File: src/rtl/digit_serial_comparator.sv
// Digit-serial magnitude comparator: scans two WIDTH-bit operands MSB-first, DIGIT bits per clock.
// Optional build macro DIGIT_CMP_EARLY_EXIT_EN stops the scan at the first differing digit.
module digit_serial_comparator #(
    parameter int WIDTH = 16,
    parameter int DIGIT = 4
) (
    input  logic                            clk,
    input  logic                            rst_n,
    input  logic                            in_valid,
    output logic                            in_ready,
    input  logic [WIDTH-1:0]                a,
    input  logic [WIDTH-1:0]                b,
    input  logic                            signed_mode,
    output logic                            out_valid,
    input  logic                            out_ready,
    output logic                            a_larger,
    output logic                            b_larger,
    output logic                            equal,
    output logic [WIDTH-1:0]                diff_mask,
    output logic [$clog2(WIDTH/DIGIT):0]    scan_cycles,
    output logic [1:0]                      dbg_state
);

    localparam int NDIG = WIDTH / DIGIT;
    localparam int SCW  = $clog2(NDIG) + 1;
    localparam int KW   = (NDIG > 1) ? $clog2(NDIG) : 1;
    localparam logic [WIDTH-1:0] MSB_MASK = WIDTH'(1) << (WIDTH - 1);

    // Handshakes: a transfer happens on a rising edge where valid and ready are both 1.
    // in_ready is high only in IDLE; out_valid is high only in DONE and holds until out_ready.
    typedef enum logic [1:0] {
        S_IDLE = 2'd0,
        S_SCAN = 2'd1,
        S_DONE = 2'd2
    } state_t;

    state_t             r_state;
    logic [WIDTH-1:0]   r_a;
    logic [WIDTH-1:0]   r_b;
    logic [KW-1:0]      r_k;
    logic               r_found;
    logic               r_gt;
    logic               r_out_valid;
    logic               r_a_larger;
    logic               r_b_larger;
    logic               r_equal;
    logic [WIDTH-1:0]   r_diff_mask;
    logic [SCW-1:0]     r_scan_cycles;

    logic [DIGIT-1:0]   w_dig_a;
    logic [DIGIT-1:0]   w_dig_b;
    logic               w_dig_ne;
    logic               w_dig_gt;
    logic               w_last;
    logic               w_diff_seen;
    logic               w_a_gt;
    logic               w_decide;

    // The operand registers shift left each scan cycle, so the current digit is always on top.
    assign w_dig_a     = r_a[WIDTH-1 -: DIGIT];
    assign w_dig_b     = r_b[WIDTH-1 -: DIGIT];
    assign w_dig_ne    = (w_dig_a != w_dig_b);
    assign w_dig_gt    = (w_dig_a > w_dig_b);
    assign w_last      = (r_k == KW'(NDIG - 1));
    assign w_diff_seen = r_found | w_dig_ne;
    assign w_a_gt      = r_found ? r_gt : w_dig_gt;

`ifdef DIGIT_CMP_EARLY_EXIT_EN
    assign w_decide = w_dig_ne | w_last;
`else
    assign w_decide = w_last;
`endif

    always_ff @(posedge clk or negedge rst_n) begin
        if (!rst_n) begin
            r_state       <= S_IDLE;
            r_a           <= '0;
            r_b           <= '0;
            r_k           <= '0;
            r_found       <= 1'b0;
            r_gt          <= 1'b0;
            r_out_valid   <= 1'b0;
            r_a_larger    <= 1'b0;
            r_b_larger    <= 1'b0;
            r_equal       <= 1'b0;
            r_diff_mask   <= '0;
            r_scan_cycles <= '0;
        end else begin
            case (r_state)
                S_IDLE: begin
                    if (in_valid) begin
                        // Flipping both sign bits turns a two's-complement compare into an unsigned one.
                        r_a         <= signed_mode ? (a ^ MSB_MASK) : a;
                        r_b         <= signed_mode ? (b ^ MSB_MASK) : b;
                        r_diff_mask <= a ^ b;
                        r_k         <= '0;
                        r_found     <= 1'b0;
                        r_gt        <= 1'b0;
                        r_state     <= S_SCAN;
                    end
                end
                S_SCAN: begin
                    // Only the first differing digit decides; later digits are ignored.
                    if (!r_found && w_dig_ne) begin
                        r_found <= 1'b1;
                        r_gt    <= w_dig_gt;
                    end
                    if (w_decide) begin
                        r_a_larger    <= w_diff_seen & w_a_gt;
                        r_b_larger    <= w_diff_seen & ~w_a_gt;
                        r_equal       <= ~w_diff_seen;
                        r_scan_cycles <= SCW'(r_k) + SCW'(1);
                        r_out_valid   <= 1'b1;
                        r_state       <= S_DONE;
                    end else begin
                        r_k <= r_k + KW'(1);
                        r_a <= r_a << DIGIT;
                        r_b <= r_b << DIGIT;
                    end
                end
                S_DONE: begin
                    if (out_ready) begin
                        r_out_valid <= 1'b0;
                        r_state     <= S_IDLE;
                    end
                end
                default: begin
                    r_out_valid <= 1'b0;
                    r_state     <= S_IDLE;
                end
            endcase
        end
    end

    assign in_ready    = (r_state == S_IDLE);
    assign out_valid   = r_out_valid;
    assign a_larger    = r_a_larger;
    assign b_larger    = r_b_larger;
    assign equal       = r_equal;
    assign diff_mask   = r_diff_mask;
    assign scan_cycles = r_scan_cycles;
    assign dbg_state   = r_state;

endmodule
File: config.mk
export PLATFORM = sky130hd
export DESIGN_NAME = digit_serial_comparator
export DESIGN_NICKNAME = d
export VERILOG_FILES = /design/src/rtl/digit_serial_comparator.sv
export SDC_FILE = /design/constraint.sdc
export NUM_CORES = 1
export LEC_CHECK = 0
export BUFFER_PORTS_ARGS = -buffer_cell sky130_fd_sc_hd__buf_4
export CORE_UTILIZATION = 31
export CTS_CLUSTER_DIAMETER = 80
export DETAILED_ROUTE_END_ITERATION = 8
export MAX_ROUTING_LAYER = met4
export PLACE_DENSITY = 0.6
export SYNTH_ARGS = -nofsm -noshare
export SYNTH_HDL_FRONTEND = slang
export SYNTH_SLANG_ARGS = --single-unit
File: constraint.sdc
create_clock -name clk -period 2.9 [get_ports clk]
set_input_delay 0.58 -clock clk [delete_from_list [all_inputs] [get_ports clk]]
set_output_delay 0.58 -clock clk [all_outputs]
set_load 0.02 [all_outputs]
==> results.txt <==
Before antenna repair, the detailed router went through 5 iterations. At the later pin of the worst-skew pair, clock insertion delay measures 340 ps. Buffers inserted during clock tree synthesis total 9. OpenSTA, run right after detailed placement, puts the worst setup slack at 1140 ps.

After clock tree synthesis, the clock-pin slew on the worst setup and hold paths is 60 ps. During I/O placement, the number of pins put on the boundary was 63. The estimated wirelength of the detail-placed design came out at 3.99 mm. The timing endpoint of the critical path is r_k[1]$_DFFE_PN0P_. The summed negative setup slack over all endpoints came out at 0 ps. The final weighted congestion in routability-driven placement came out at 0.736.

The total routing resource utilization after global routing is 0.135. The top cell type by total area after synthesis is sky130_fd_sc_hd__dfrtp_1. The library cells used most frequently in the layout, excluding fill and tap cells, are sky130_fd_sc_hd__buf_4 (66), sky130_fd_sc_hd__dfrtp_1 (61), sky130_fd_sc_hd__nand2_1 (35). Once the clock tree was built, the resizer swapped 0 gates to a different size. The ratio of cells with drive above 1 in the final layout is 0.255. The portion of the clock cycle consumed by the worst path in the final layout is 0.606.

The first routing iteration left 157 violations. Of the post-synthesis cell area, the dominant cell type holds 0.548. The die height came out at 96.8 µm. The sort of element at the end of the critical path is a flip-flop. When the netlist entered floorplanning its net count stood at 306. The detail route stage leaves a number of antenna-violating nets equal to 0.

No sink is reached through more buffers than the 2 on the longest clock path. The signed area change from the synthesized netlist to the final layout came out at 25.3%. The sequential cells in the finished layout cover a total of 1530 µm². The number of failing setup endpoints in the final timing report came out at 0.

The internal power of the cells totals 2.39 mW. For this block, the via count after detailed routing is 1997. The core outline area is 8720 µm². The multi-input combinational cells in the finished layout cover a total of 1130 µm². Setup repair after global routing left no endpoint under its margin. The worst setup path is launched from a flip-flop.

The type of the setup path with the least slack is flip-flop to flip-flop. The relative slew slack is 0.485. The slew at the pin closest to its max-slew limit is 772 ps. In this run the horizontal extent of the chip is 96.8 µm. The number of enable flip-flop cells after synthesis is 0. The net load switching power came out at 1.55 mW. The post-synthesis async set-or-reset flop share came out at 1.00.

The data required time of the worst path came out at 3120 ps. The Yosys warning count came out at 0. The remaining routing DRC violations is 0. The number of antenna repair diodes came out at 0. The pin count of the biggest net entering global routing came out at 62. Synthesis produced a netlist whose cell count is 264. The CTS tree is yes. Each instance of the synthesized netlist takes up on average 10.5 µm².

The hold violation count in the final report is 0. The H-tree generated during clock tree synthesis spans 3 levels. The final net count is 367.

Wires add up to 5.72 mm. The number of antenna violations at the first check in global routing is 0. The combinational share of power is 0.448.

Port buffering added 62 buffers. After synthesis, the cell types taking the most area are sky130_fd_sc_hd__dfrtp_1 (55%), sky130_fd_sc_hd__mux2i_1 (7.9%), sky130_fd_sc_hd__xnor2_1 (5.7%). The switching power share of the total came out at 0.394. The most used flip-flop cell after synthesis is sky130_fd_sc_hd__dfrtp_1. The final non-filler cell total is 437.

The flow ran to the end, and the final reports show no timing, DRC or antenna violations. The launch instance of the worst register-to-register path is r_k[0]$_DFFE_PN0P_. The filler cell count in the final layout is 856.

Of the synthesized area, sequential elements account for 0.548. CTS placed an instance of sky130_fd_sc_hd__clkbuf_8 at the clock tree root. Measured in cells, the most critical reg-to-reg path has a length of 7. The leftover overflow at the end of global routing came out at 0. After synthesis the netlist holds a flip-flop and latch count of 61. The count of final max-slew check failures came out at 0. Hold timing on the final database bottoms out at a slack of 312 ps. Dividing the detail-routed wire length by the instance count gives 13.1 µm. The worst-path maximum fanout came out at 59. The mapped cell area came out at 2780 µm². The endpoint identified for the worst register-to-register timing path is r_k[1]$_DFFE_PN0P_. Once routing completed, OpenROAD measured the worst setup slack at 1140 ps. The critical path starts at r_k[0]$_DFFE_PN0P_.

The via density per instance came out at 4.57. For the worst setup path, the data arrival time is 1980 ps. The post-route clock skew is 5.57 ps. The achievable frequency came out at 569 MHz. VDD sags by at most 0.438 mV. The via count of the first global-routing pass came out at 2017. The most frequent standard cell in the layout excluding fill and tap cells is sky130_fd_sc_hd__buf_4. Across the run, the number of max-cap violations was 0. The first global-routing pass estimated 9.72 mm of wire. The tightest min-delay check is of the primary input to async pin type.

Of the total power, the clock network draws 0.176. After floorplanning, the core was divided into 34 placement rows. Across all register-to-register paths, the minimum setup slack is 1140 ps.

The initial utilization of the core area, before any placement, comes to 0.319. Of the total power, registers draw 0.376. In this run the static leakage power is 1.66 nW. The number of buffers inserted for hold repair after clock tree synthesis came out at 0. Dividing total power by cell area gives a power density of 1130 nW/µm². The post-placement cell count is 422. The clock sink count is 61. The post-layout minimum cycle time is 1760 ps. The post-synthesis cell type count is 28. The post-CTS setup repair buffer count came out at 0.

The floorplan die area is 9360 µm².
-- metrics by stage --
step	util	power, mW	instance area, µm²
global route	0.400	4.27	3490
finish	0.400	3.95	3490
CTS	0.400	4.00	3490
global placement	0.380	3.24	3310
floorplan	-	2.77	2780
detailed placement	0.380	3.30	3310
-- sequential cells by signal (all words and copies together) (netlist names) --
| register | flops |
|---|---|
| a_larger | 1 |
| b_larger | 1 |
| dbg_state | 2 |
| diff_mask | 16 |
| equal | 1 |
| out_valid | 1 |
| r_a | 16 |
| r_b | 16 |
| r_found | 1 |
| r_gt | 1 |
| r_k | 2 |
| scan_cycles | 3 |
-- how the worst min path moves through the flow --
stage / endpoint / slack, ps / cells after the start
after floorplan: a_larger$_DFFE_PN0P_ / 280 / 0
after global placement: scan_cycles[2]$_DFFE_PN0P_ / 460 / 1
after detailed placement: scan_cycles[2]$_DFFE_PN0P_ / 460 / 1
after CTS: diff_mask[14]$_DFFE_PN0P_ / 360 / 1
after global routing: diff_mask[15]$_DFFE_PN0P_ / 390 / 1
final: diff_mask[15]$_DFFE_PN0P_ / 310 / 1
-- per-layer routing --
metal | vias up | GRT usage | part of all wire
met5 | - | - | 0
met4 | 0 | 0.0551 | 0.016
met3 | 9 | 0.0383 | 0.048
met2 | 48 | 0.191 | 0.45
met1 | 929 | 0.181 | 0.49
li1 | 1011 | - | -
-- cells by family (layout without fill, tap and decap cells) --
kind of cell             Yosys count  after routing  share of synthesized area
AND/OR/NAND/NOR                   71             71                      0.110
AO/OA/AOI/OAI                     62             62                      0.128
flip-flops                        61             61                      0.548
multiplexers                      24             24                     0.0872
buffers and inverters             23             88                     0.0481
XOR/XNOR                          18             18                     0.0566
adder cells (fa/ha/maj)            5              5                     0.0225
-- critical path: stages, from the launching register on --
cell and delay [ps]:
sky130_fd_sc_hd__dfrtp_1 400, sky130_fd_sc_hd__ha_1 300, sky130_fd_sc_hd__nand2b_1 140, sky130_fd_sc_hd__a21o_1 110
sky130_fd_sc_hd__buf_4 440, sky130_fd_sc_hd__inv_1 110, sky130_fd_sc_hd__nand3_1 100, sky130_fd_sc_hd__nand2_1 50
-- final cells by class --
type                            instances  area share
Clock buffer                           14      0.0495
Clock inverter                          1     0.00143
Inverter                                7     0.00753
Multi-Input combinational cell        180       0.323
Sequential cell                        61       0.437
Tap cell                              108      0.0387
Timing Repair Buffer                   66       0.142
-- Yosys cell counts, types with 2 or more instances --
cell / n
sky130_fd_sc_hd__dfrtp_1: 61
sky130_fd_sc_hd__nand2_1: 35
sky130_fd_sc_hd__o21ai_0: 28
sky130_fd_sc_hd__nor2_1: 23
sky130_fd_sc_hd__mux2i_1: 22
sky130_fd_sc_hd__a21oi_1: 21
sky130_fd_sc_hd__xnor2_1: 18
sky130_fd_sc_hd__a22o_1: 9
sky130_fd_sc_hd__inv_1: 7
sky130_fd_sc_hd__buf_2: 5
sky130_fd_sc_hd__ha_1: 5
sky130_fd_sc_hd__buf_6: 4
sky130_fd_sc_hd__clkbuf_1: 4
sky130_fd_sc_hd__nand2b_1: 4
sky130_fd_sc_hd__buf_4: 3
sky130_fd_sc_hd__mux2_2: 2
sky130_fd_sc_hd__nand3_1: 2
-- power groups by stage --
stage	logic, mW	clock network [mW]	registers, mW
3_3_place_gp	1.75	0	1.49
4_1_cts	1.80	0.713	1.49
3_5_place_dp	1.80	0	1.50
5_1_grt	1.97	0.752	1.54
6_report	1.77	0.695	1.48
2_1_floorplan	1.12	0	1.65
(Power assumes the default switching activity.)
